File: config.mk
export PLATFORM = sky130hd
export DESIGN_NAME = axis_pattern_generator
export DESIGN_NICKNAME = d
export VERILOG_FILES = /design/src/rtl/axis_gen_pkg.sv /design/src/rtl/axis_pattern_word.sv /design/src/rtl/axis_pattern_generator.sv
export SDC_FILE = /design/constraint.sdc
export NUM_CORES = 1
export LEC_CHECK = 0
export CAP_MARGIN = 25
export CORE_ASPECT_RATIO = 1.1
export CORE_MARGIN = 4
export CORE_UTILIZATION = 45
export DETAILED_ROUTE_END_ITERATION = 12
export PLACE_DENSITY = 0.64
export SYNTH_ARGS = -nofsm -noshare
export SYNTH_HDL_FRONTEND = slang
export SYNTH_HIERARCHICAL = 1
export SYNTH_SLANG_ARGS = --single-unit
File: constraint.sdc
create_clock -name clk -period 6.9 [get_ports clk]
set_clock_uncertainty 0.2 [all_clocks]
set_input_delay 2.07 -clock clk [delete_from_list [all_inputs] [get_ports clk]]
set_output_delay 2.07 -clock clk [all_outputs]
set_load 0.02 [all_outputs]
File: src/rtl/axis_gen_pkg.sv
// Shared encodings for the AXI4-Stream pattern generator: FSM states and
// run-time pattern modes.
package axis_gen_pkg;

  typedef enum logic [1:0] {
    ST_IDLE = 2'd0,
    ST_SEND = 2'd1,
    ST_GAP  = 2'd2,
    ST_DONE = 2'd3
  } state_t;

  typedef enum logic [1:0] {
    MODE_COUNT = 2'd0,
    MODE_CONST = 2'd1,
    MODE_WALK  = 2'd2,
    MODE_TAG   = 2'd3
  } mode_t;

endpackage

File: src/rtl/axis_pattern_word.sv
// Combinational pattern function: maps (mode, seed, word/packet/beat index)
// to the TDATA word presented by the generator.
module axis_pattern_word
  import axis_gen_pkg::*;
#(
  parameter int DATA_WIDTH = 32,
  parameter int CNT_WIDTH  = 16,
  parameter int ROT_W      = 5
) (
  input  logic [1:0]            mode,
  input  logic [DATA_WIDTH-1:0] seed,
  input  logic [DATA_WIDTH-1:0] w,
  input  logic [ROT_W-1:0]      w_rot,
  input  logic [CNT_WIDTH-1:0]  p,
  input  logic [CNT_WIDTH-1:0]  b,
  output logic [DATA_WIDTH-1:0] word
);

  localparam int HALF = DATA_WIDTH / 2;

  logic [HALF-1:0] p_half;
  logic [HALF-1:0] b_half;

  // w_rot is w mod DATA_WIDTH, kept by the caller as a wrapping counter so no
  // divider is needed when DATA_WIDTH is not a power of two.
  always_comb begin
    // NOTE: every combinational output gets a default first, so no path
    // through the block leaves it unassigned and a latch is never inferred.
    word   = '0;
    p_half = HALF'(p);
    b_half = HALF'(b);
    case (mode_t'(mode))
      MODE_COUNT: word = seed + w;
      MODE_CONST: word = seed;
      MODE_WALK:  word = (seed << w_rot) | (seed >> (DATA_WIDTH - int'(w_rot)));
      MODE_TAG:   word = {p_half, b_half};
      default:    word = '0;
    endcase
  end

endmodule

File: src/rtl/axis_pattern_generator.sv
// Packetised AXI4-Stream traffic generator with four data patterns.
// Optional AXIS_PATTERN_GEN_STALL_STATS_EN adds a saturating stall_count output.
module axis_pattern_generator
  import axis_gen_pkg::*;
#(
  parameter int DATA_WIDTH = 32,
  parameter int PKT_LEN    = 16,
  parameter int NUM_PKTS   = 4,
  parameter int GAP_CYCLES = 0,
  parameter int CNT_WIDTH  = 16
) (
  input  logic                  clk,
  input  logic                  reset,
  input  logic                  start,
  input  logic                  stop,
  input  logic [1:0]            mode,
  input  logic [DATA_WIDTH-1:0] seed,
  output logic [DATA_WIDTH-1:0] m_axis_tdata,
  output logic                  m_axis_tvalid,
  output logic                  m_axis_tlast,
  input  logic                  m_axis_tready,
  output logic                  busy,
  output logic                  done,
  output logic [CNT_WIDTH-1:0]  pkt_count
`ifdef AXIS_PATTERN_GEN_STALL_STATS_EN
  ,
  output logic [31:0]           stall_count
`endif
);

  localparam int ROT_W = (DATA_WIDTH > 1) ? $clog2(DATA_WIDTH) : 1;
  localparam int GAP_W = (GAP_CYCLES > 1) ? $clog2(GAP_CYCLES + 1) : 1;

  localparam logic [ROT_W-1:0]     ROT_LAST  = ROT_W'(DATA_WIDTH - 1);
  localparam logic [CNT_WIDTH-1:0] BEAT_LAST = CNT_WIDTH'(PKT_LEN - 1);
  localparam logic [CNT_WIDTH-1:0] PKT_GOAL  = CNT_WIDTH'(NUM_PKTS);
  localparam logic [GAP_W-1:0]     GAP_LAST  = GAP_W'((GAP_CYCLES > 0) ? GAP_CYCLES - 1 : 0);

  state_t state;
  state_t state_next;

  logic [1:0]            mode_q;
  logic [DATA_WIDTH-1:0] seed_q;
  logic [DATA_WIDTH-1:0] word_idx;
  logic [ROT_W-1:0]      rot_idx;
  logic [CNT_WIDTH-1:0]  beat_idx;
  logic [CNT_WIDTH-1:0]  pkt_cnt_q;
  logic [GAP_W-1:0]      gap_cnt;
  logic                  stop_pend;
  logic [DATA_WIDTH-1:0] tdata_q;

  logic                  xfer;
  logic                  beat_last;
  logic                  last_xfer;
  logic                  start_ok;
  logic                  run_end;
  logic [CNT_WIDTH-1:0]  pkt_count_inc;

  logic [1:0]            pat_mode;
  logic [DATA_WIDTH-1:0] pat_seed;
  logic [DATA_WIDTH-1:0] pat_w;
  logic [ROT_W-1:0]      pat_rot;
  logic [CNT_WIDTH-1:0]  pat_p;
  logic [CNT_WIDTH-1:0]  pat_b;
  logic [DATA_WIDTH-1:0] pat_word;

  assign m_axis_tvalid = (state == ST_SEND);
  assign m_axis_tlast  = m_axis_tvalid & beat_last;
  assign m_axis_tdata  = tdata_q;
  assign busy          = (state == ST_SEND) || (state == ST_GAP);
  assign done          = (state == ST_DONE);
  assign pkt_count     = pkt_cnt_q;

  assign xfer          = m_axis_tvalid & m_axis_tready;
  assign beat_last     = (beat_idx == BEAT_LAST);
  assign last_xfer     = xfer & beat_last;
  assign start_ok      = start & ((state == ST_IDLE) || (state == ST_DONE));
  assign pkt_count_inc = pkt_cnt_q + 1'b1;
  // A stop arriving together with the last-beat transfer still ends the run.
  assign run_end       = ((NUM_PKTS != 0) && (pkt_count_inc == PKT_GOAL)) || stop_pend || stop;

  // Indices of the word that follows a transfer; a start instead selects word 0
  // of the freshly presented mode and seed.
  always_comb begin
    pat_mode = mode_q;
    pat_seed = seed_q;
    pat_w    = word_idx + 1'b1;
    pat_rot  = (rot_idx == ROT_LAST) ? '0 : rot_idx + 1'b1;
    pat_p    = beat_last ? pkt_count_inc : pkt_cnt_q;
    pat_b    = beat_last ? '0 : beat_idx + 1'b1;
    if (start_ok) begin
      pat_mode = mode;
      pat_seed = seed;
      pat_w    = '0;
      pat_rot  = '0;
      pat_p    = '0;
      pat_b    = '0;
    end
  end

  axis_pattern_word #(
    .DATA_WIDTH (DATA_WIDTH),
    .CNT_WIDTH  (CNT_WIDTH),
    .ROT_W      (ROT_W)
  ) u_word (
    .mode  (pat_mode),
    .seed  (pat_seed),
    .w     (pat_w),
    .w_rot (pat_rot),
    .p     (pat_p),
    .b     (pat_b),
    .word  (pat_word)
  );

  always_comb begin
    state_next = state;
    case (state)
      ST_IDLE, ST_DONE: begin
        if (start) state_next = ST_SEND;
      end
      ST_SEND: begin
        if (last_xfer) begin
          if (run_end)             state_next = ST_DONE;
          else if (GAP_CYCLES > 0) state_next = ST_GAP;
          else                     state_next = ST_SEND;
        end
      end
      ST_GAP: begin
        if (stop || stop_pend)        state_next = ST_DONE;
        else if (gap_cnt == GAP_LAST) state_next = ST_SEND;
      end
      default: state_next = ST_IDLE;
    endcase
  end

  // NOTE: clocked state uses non-blocking assignments so every register samples
  // pre-edge values regardless of statement order within or across blocks.
  always_ff @(posedge clk) begin
    if (!reset) state <= ST_IDLE;
    else        state <= state_next;
  end

  always_ff @(posedge clk) begin
    if (!reset) begin
      mode_q    <= '0;
      seed_q    <= '0;
      word_idx  <= '0;
      rot_idx   <= '0;
      beat_idx  <= '0;
      pkt_cnt_q <= '0;
      gap_cnt   <= '0;
      stop_pend <= 1'b0;
      tdata_q   <= '0;
    end else if (start_ok) begin
      mode_q    <= mode;
      seed_q    <= seed;
      word_idx  <= '0;
      rot_idx   <= '0;
      beat_idx  <= '0;
      pkt_cnt_q <= '0;
      gap_cnt   <= '0;
      stop_pend <= 1'b0;
      tdata_q   <= pat_word;
    end else begin
      if (stop && busy) stop_pend <= 1'b1;
      if (xfer) begin
        word_idx  <= pat_w;
        rot_idx   <= pat_rot;
        beat_idx  <= pat_b;
        pkt_cnt_q <= pat_p;
        tdata_q   <= pat_word;
      end
      gap_cnt <= (state == ST_GAP) ? gap_cnt + 1'b1 : '0;
    end
  end

`ifdef AXIS_PATTERN_GEN_STALL_STATS_EN
  always_ff @(posedge clk) begin
    if (!reset || start_ok)
      stall_count <= '0;
    else if (m_axis_tvalid && !m_axis_tready && (stall_count != '1))
      stall_count <= stall_count + 1'b1;
  end
`endif

endmodule

==> reports/metrics.yaml <==
power_and_ir_drop:
  clkPwrFrac: 0.337
  combinationalPowerShare: 0.378
  power.density_cell_area_nw_per_um2: 194
  switching_share: 0.383
  leakage_nw: 5.83
  ir_worst_vdd_mv: 0.126
  cell_internal_pwr_mw: 1.86
  seq_power_share: 0.285
  power.total_mw: 3.01
  power.switching_mw: 1.15
sta:
  timing.fmax_ghz: 0.163
  slew_viol_final: 0
  fin_crit_sh: 0.889
  post-route-min-period_ns: 6.13
  rsz0062_at_grt: "false"
  timing.setup.tns_ns: 0
  relSlewSlack: 0.333
  transition_time_at_the_pin_with_the_least_slew_margin_ns: 0.994
  timing.final.hold_violations: 0
  report.final.setup_viol: 0
  layout_setup_ws_ns: 0.766
drt:
  dr.first_iter.drc_count: 1631
  first_pass_iters: 8
  detail-route-antenna-nets: 0
  route.detailed.vias_per_inst: 6.48
  vias: 14300
  wl_final_mm: 56.2
  drc: 0
  wire_per_inst_um: 25.4
grt:
  number_of_antenna_violations_at_the_first_check_in_global_routing: 0
  grt_max_degree: 72
  first_global_vias: 13300
  grt_pass1_wl_mm: 84.6
  global_route.overflow_total: 0
  grtUsageTotal: 0.334
clock_tree:
  clkSinkCount: 139
  numCtsBuffers: 17
  h-tree-depth: 4
  library_cell_used_as_clock_root_buffer: "sky130_fd_sc_hd__clkbuf_16"
  clock_insertion_delay_worst_skew_ns: 0.45
  postCtsSetupBuffers: 0
  cts_hold_repair.buffers: 0
  clk_pin_slew_ns: 0.07
  clock_tree.buffer_depth: 2
  cts_tree: "built"
  cts_resized: 0
synth:
  yosys_register_bits: 139
  syn_nets: 1862
  synth_cell_type_count: 89
  yosysTopAreaCellShare: 0.206
  synth-async-reset-ratio: 0
  mappedNetlistArea_um2: 13500
  dominantRegCellSynth: "sky130_fd_sc_hd__dfxtp_1"
  ys_seq_area_frac: 0.206
  syn_inst_count: 1781
  synth_edf_count: 0
  synth.largest_area_cell: "sky130_fd_sc_hd__dfxtp_1"
  yosysWarningCount: 6
  avgSynthCellArea_um2: 7.59
  synth_top_cells_by_area: "sky130_fd_sc_hd__dfxtp_1 (21%), sky130_fd_sc_hd__mux4_2 (9.7%), sky130_fd_sc_hd__nand2_1 (9.5%)"
floorplan:
  design.portCount: 91
  die_w_um: 173
  dieArea_um2: 32900
  num_rows: 66
  start_util: 0.456
  die_y_um: 190
  fp.coreArea_um2: 29600
place:
  hpwlAfterDp_mm: 42.6
  port_buffers: 90
  post-place-ws_ns: 0.310
  place_congestion: 1.06
run:
  max-cap-violations: 0
worst_hold_path:
  worst_hold_class: "reg -> reg"
critical_path:
  path_class: "in -> reg"
  crit_path_start_kind: "input pin"
  worst_setup_path_end_kind: "flip-flop"
  required_time_at_the_endpoint_of_the_critical_path_ns: 7.07
  path_max_fanout: 47
  worst-endpoint-arrival_ns: 6.31
run_status:
  run_status: "complete, no violations"
final_layout:
  finalNetCount: 1902
  share_of_layout_cells_above_drive_strength_1: 0.124
  area_delta_synth_final_pct: 14.6
  post-route-util: 0.523
==> placed cells by master (no fill, tap or decap), types with 22 or more instances in the layout <==
cell type / n
sky130_fd_sc_hd__a21boi_0: 32
sky130_fd_sc_hd__ha_1: 41
sky130_fd_sc_hd__nand4_1: 25
sky130_fd_sc_hd__dfxtp_1: 139
sky130_fd_sc_hd__o211ai_1: 25
sky130_fd_sc_hd__mux2i_1: 61
sky130_fd_sc_hd__inv_1: 22
sky130_fd_sc_hd__nor2_1: 149
sky130_fd_sc_hd__and2_1: 50
sky130_fd_sc_hd__or3_1: 23
sky130_fd_sc_hd__nand3_1: 48
sky130_fd_sc_hd__xnor2_1: 57
sky130_fd_sc_hd__a21oi_1: 99
sky130_fd_sc_hd__mux4_2: 58
sky130_fd_sc_hd__o21ai_0: 85
sky130_fd_sc_hd__nand2_1: 342
sky130_fd_sc_hd__xor2_1: 38
sky130_fd_sc_hd__mux2_2: 34
sky130_fd_sc_hd__buf_4: 71
sky130_fd_sc_hd__clkdlybuf4s50_1: 89
sky130_fd_sc_hd__nor3_1: 43
==> final cells by class <==
type,instances,area [um2]
Multi-Input combinational cell,1477,10100
Antenna cell,1,2.50
Timing Repair Buffer,163,1480
Tap cell,374,468
Inverter,23,86.3
Sequential cell,139,2780
Clock inverter,14,183
Clock buffer,18,439
Fill cell,2948,14200
==> cell families after synthesis <==
kind of cell             Yosys count  share of synthesized area
buffers and inverters            165                     0.0530
adder cells (fa/ha/maj)           42                     0.0394
multiplexers                     156                      0.173
AND/OR/NAND/NOR                  787                      0.273
flip-flops                       139                      0.206
AO/OA/AOI/OAI                    395                      0.192
XOR/XNOR                          97                     0.0639
==> path summary, 6_finish.rpt <==
path / cells after the start / from / slack, ns / to
max: 15 / start / 0.77 / m_axis_tdata[27]
min: 1 / gap_cnt / 0.23 / gap_cnt
min reg2reg: 1 / gap_cnt / 0.23 / gap_cnt
max reg2reg: 14 / word_idx[6] / 1.63 / m_axis_tdata[29]
==> power groups by stage <==
stage	Sequential, mW	Clock (mW)	Combinational (mW)
final	0.858	1.01	1.14
after global placement	0.875	0	1.10
after CTS	0.858	1.02	1.10
after floorplan	0.897	0	0.662
after detailed placement	0.876	0	1.10
after global routing	0.862	1.06	1.19
==> sequential cells by signal (all words and copies together) (netlist names) <==
name and cells:
gap_cnt 1, state 2, seed_q 32, beat_idx 16, mode_q 2, stop_pend 1
word_idx 32, pkt_count 16, m_axis_tdata 32, rot_idx 5
==> stage by stage <==
| stage | instances | hold slack, ns | instance area, um2 |
|---|---|---|---|
| after floorplan | 1781 | 0.198 | 13500 |
| after global placement | 2175 | 0.211 | 14800 |
| after detailed placement | 2175 | 0.214 | 14800 |
| after CTS | 2207 | 0.231 | 15500 |
| after global routing | 2208 | 0.244 | 15500 |
| final | 2209 | 0.231 | 15500 |
==> critical path, stage by stage <==
cell and delay [ns]:
sky130_fd_sc_hd__clkdlybuf4s50_1 0.51, sky130_fd_sc_hd__and2_4 0.51, sky130_fd_sc_hd__buf_4 0.32, sky130_fd_sc_hd__nor2_1 0.10, sky130_fd_sc_hd__ha_1 0.34, sky130_fd_sc_hd__and2_1 0.17
sky130_fd_sc_hd__a221oi_1 0.52, sky130_fd_sc_hd__a2111oi_2 0.15, sky130_fd_sc_hd__buf_4 0.18, sky130_fd_sc_hd__o21ai_0 0.37, sky130_fd_sc_hd__nor4bb_1 0.46, sky130_fd_sc_hd__or2_0 0.21
sky130_fd_sc_hd__o211a_1 0.17, sky130_fd_sc_hd__nand2_1 0.05, sky130_fd_sc_hd__a21boi_0 0.17
==> cell usage after synthesis (46+ instances only) <==
cell type                  count
sky130_fd_sc_hd__mux4_2       58
sky130_fd_sc_hd__and2_1       51
sky130_fd_sc_hd__nor3_1       46
sky130_fd_sc_hd__o21ai_0      85
sky130_fd_sc_hd__mux2i_1      61
sky130_fd_sc_hd__dfxtp_1     139
sky130_fd_sc_hd__nand2_1     344
sky130_fd_sc_hd__a21oi_1      99
sky130_fd_sc_hd__nand3_1      48
sky130_fd_sc_hd__clkbuf_1     91
sky130_fd_sc_hd__xnor2_1      57
sky130_fd_sc_hd__nor2_1      150
==> metal layers <==
layer  track usage  up-vias  routed length, um
li1              -     6546                  -
met1         0.439     6854              23000
met2         0.529      749              25000
met3        0.0654      166               4900
met4         0.161        0               3230
met5             0        -                  0
Note: power is estimated with default switching activity, not from simulation.
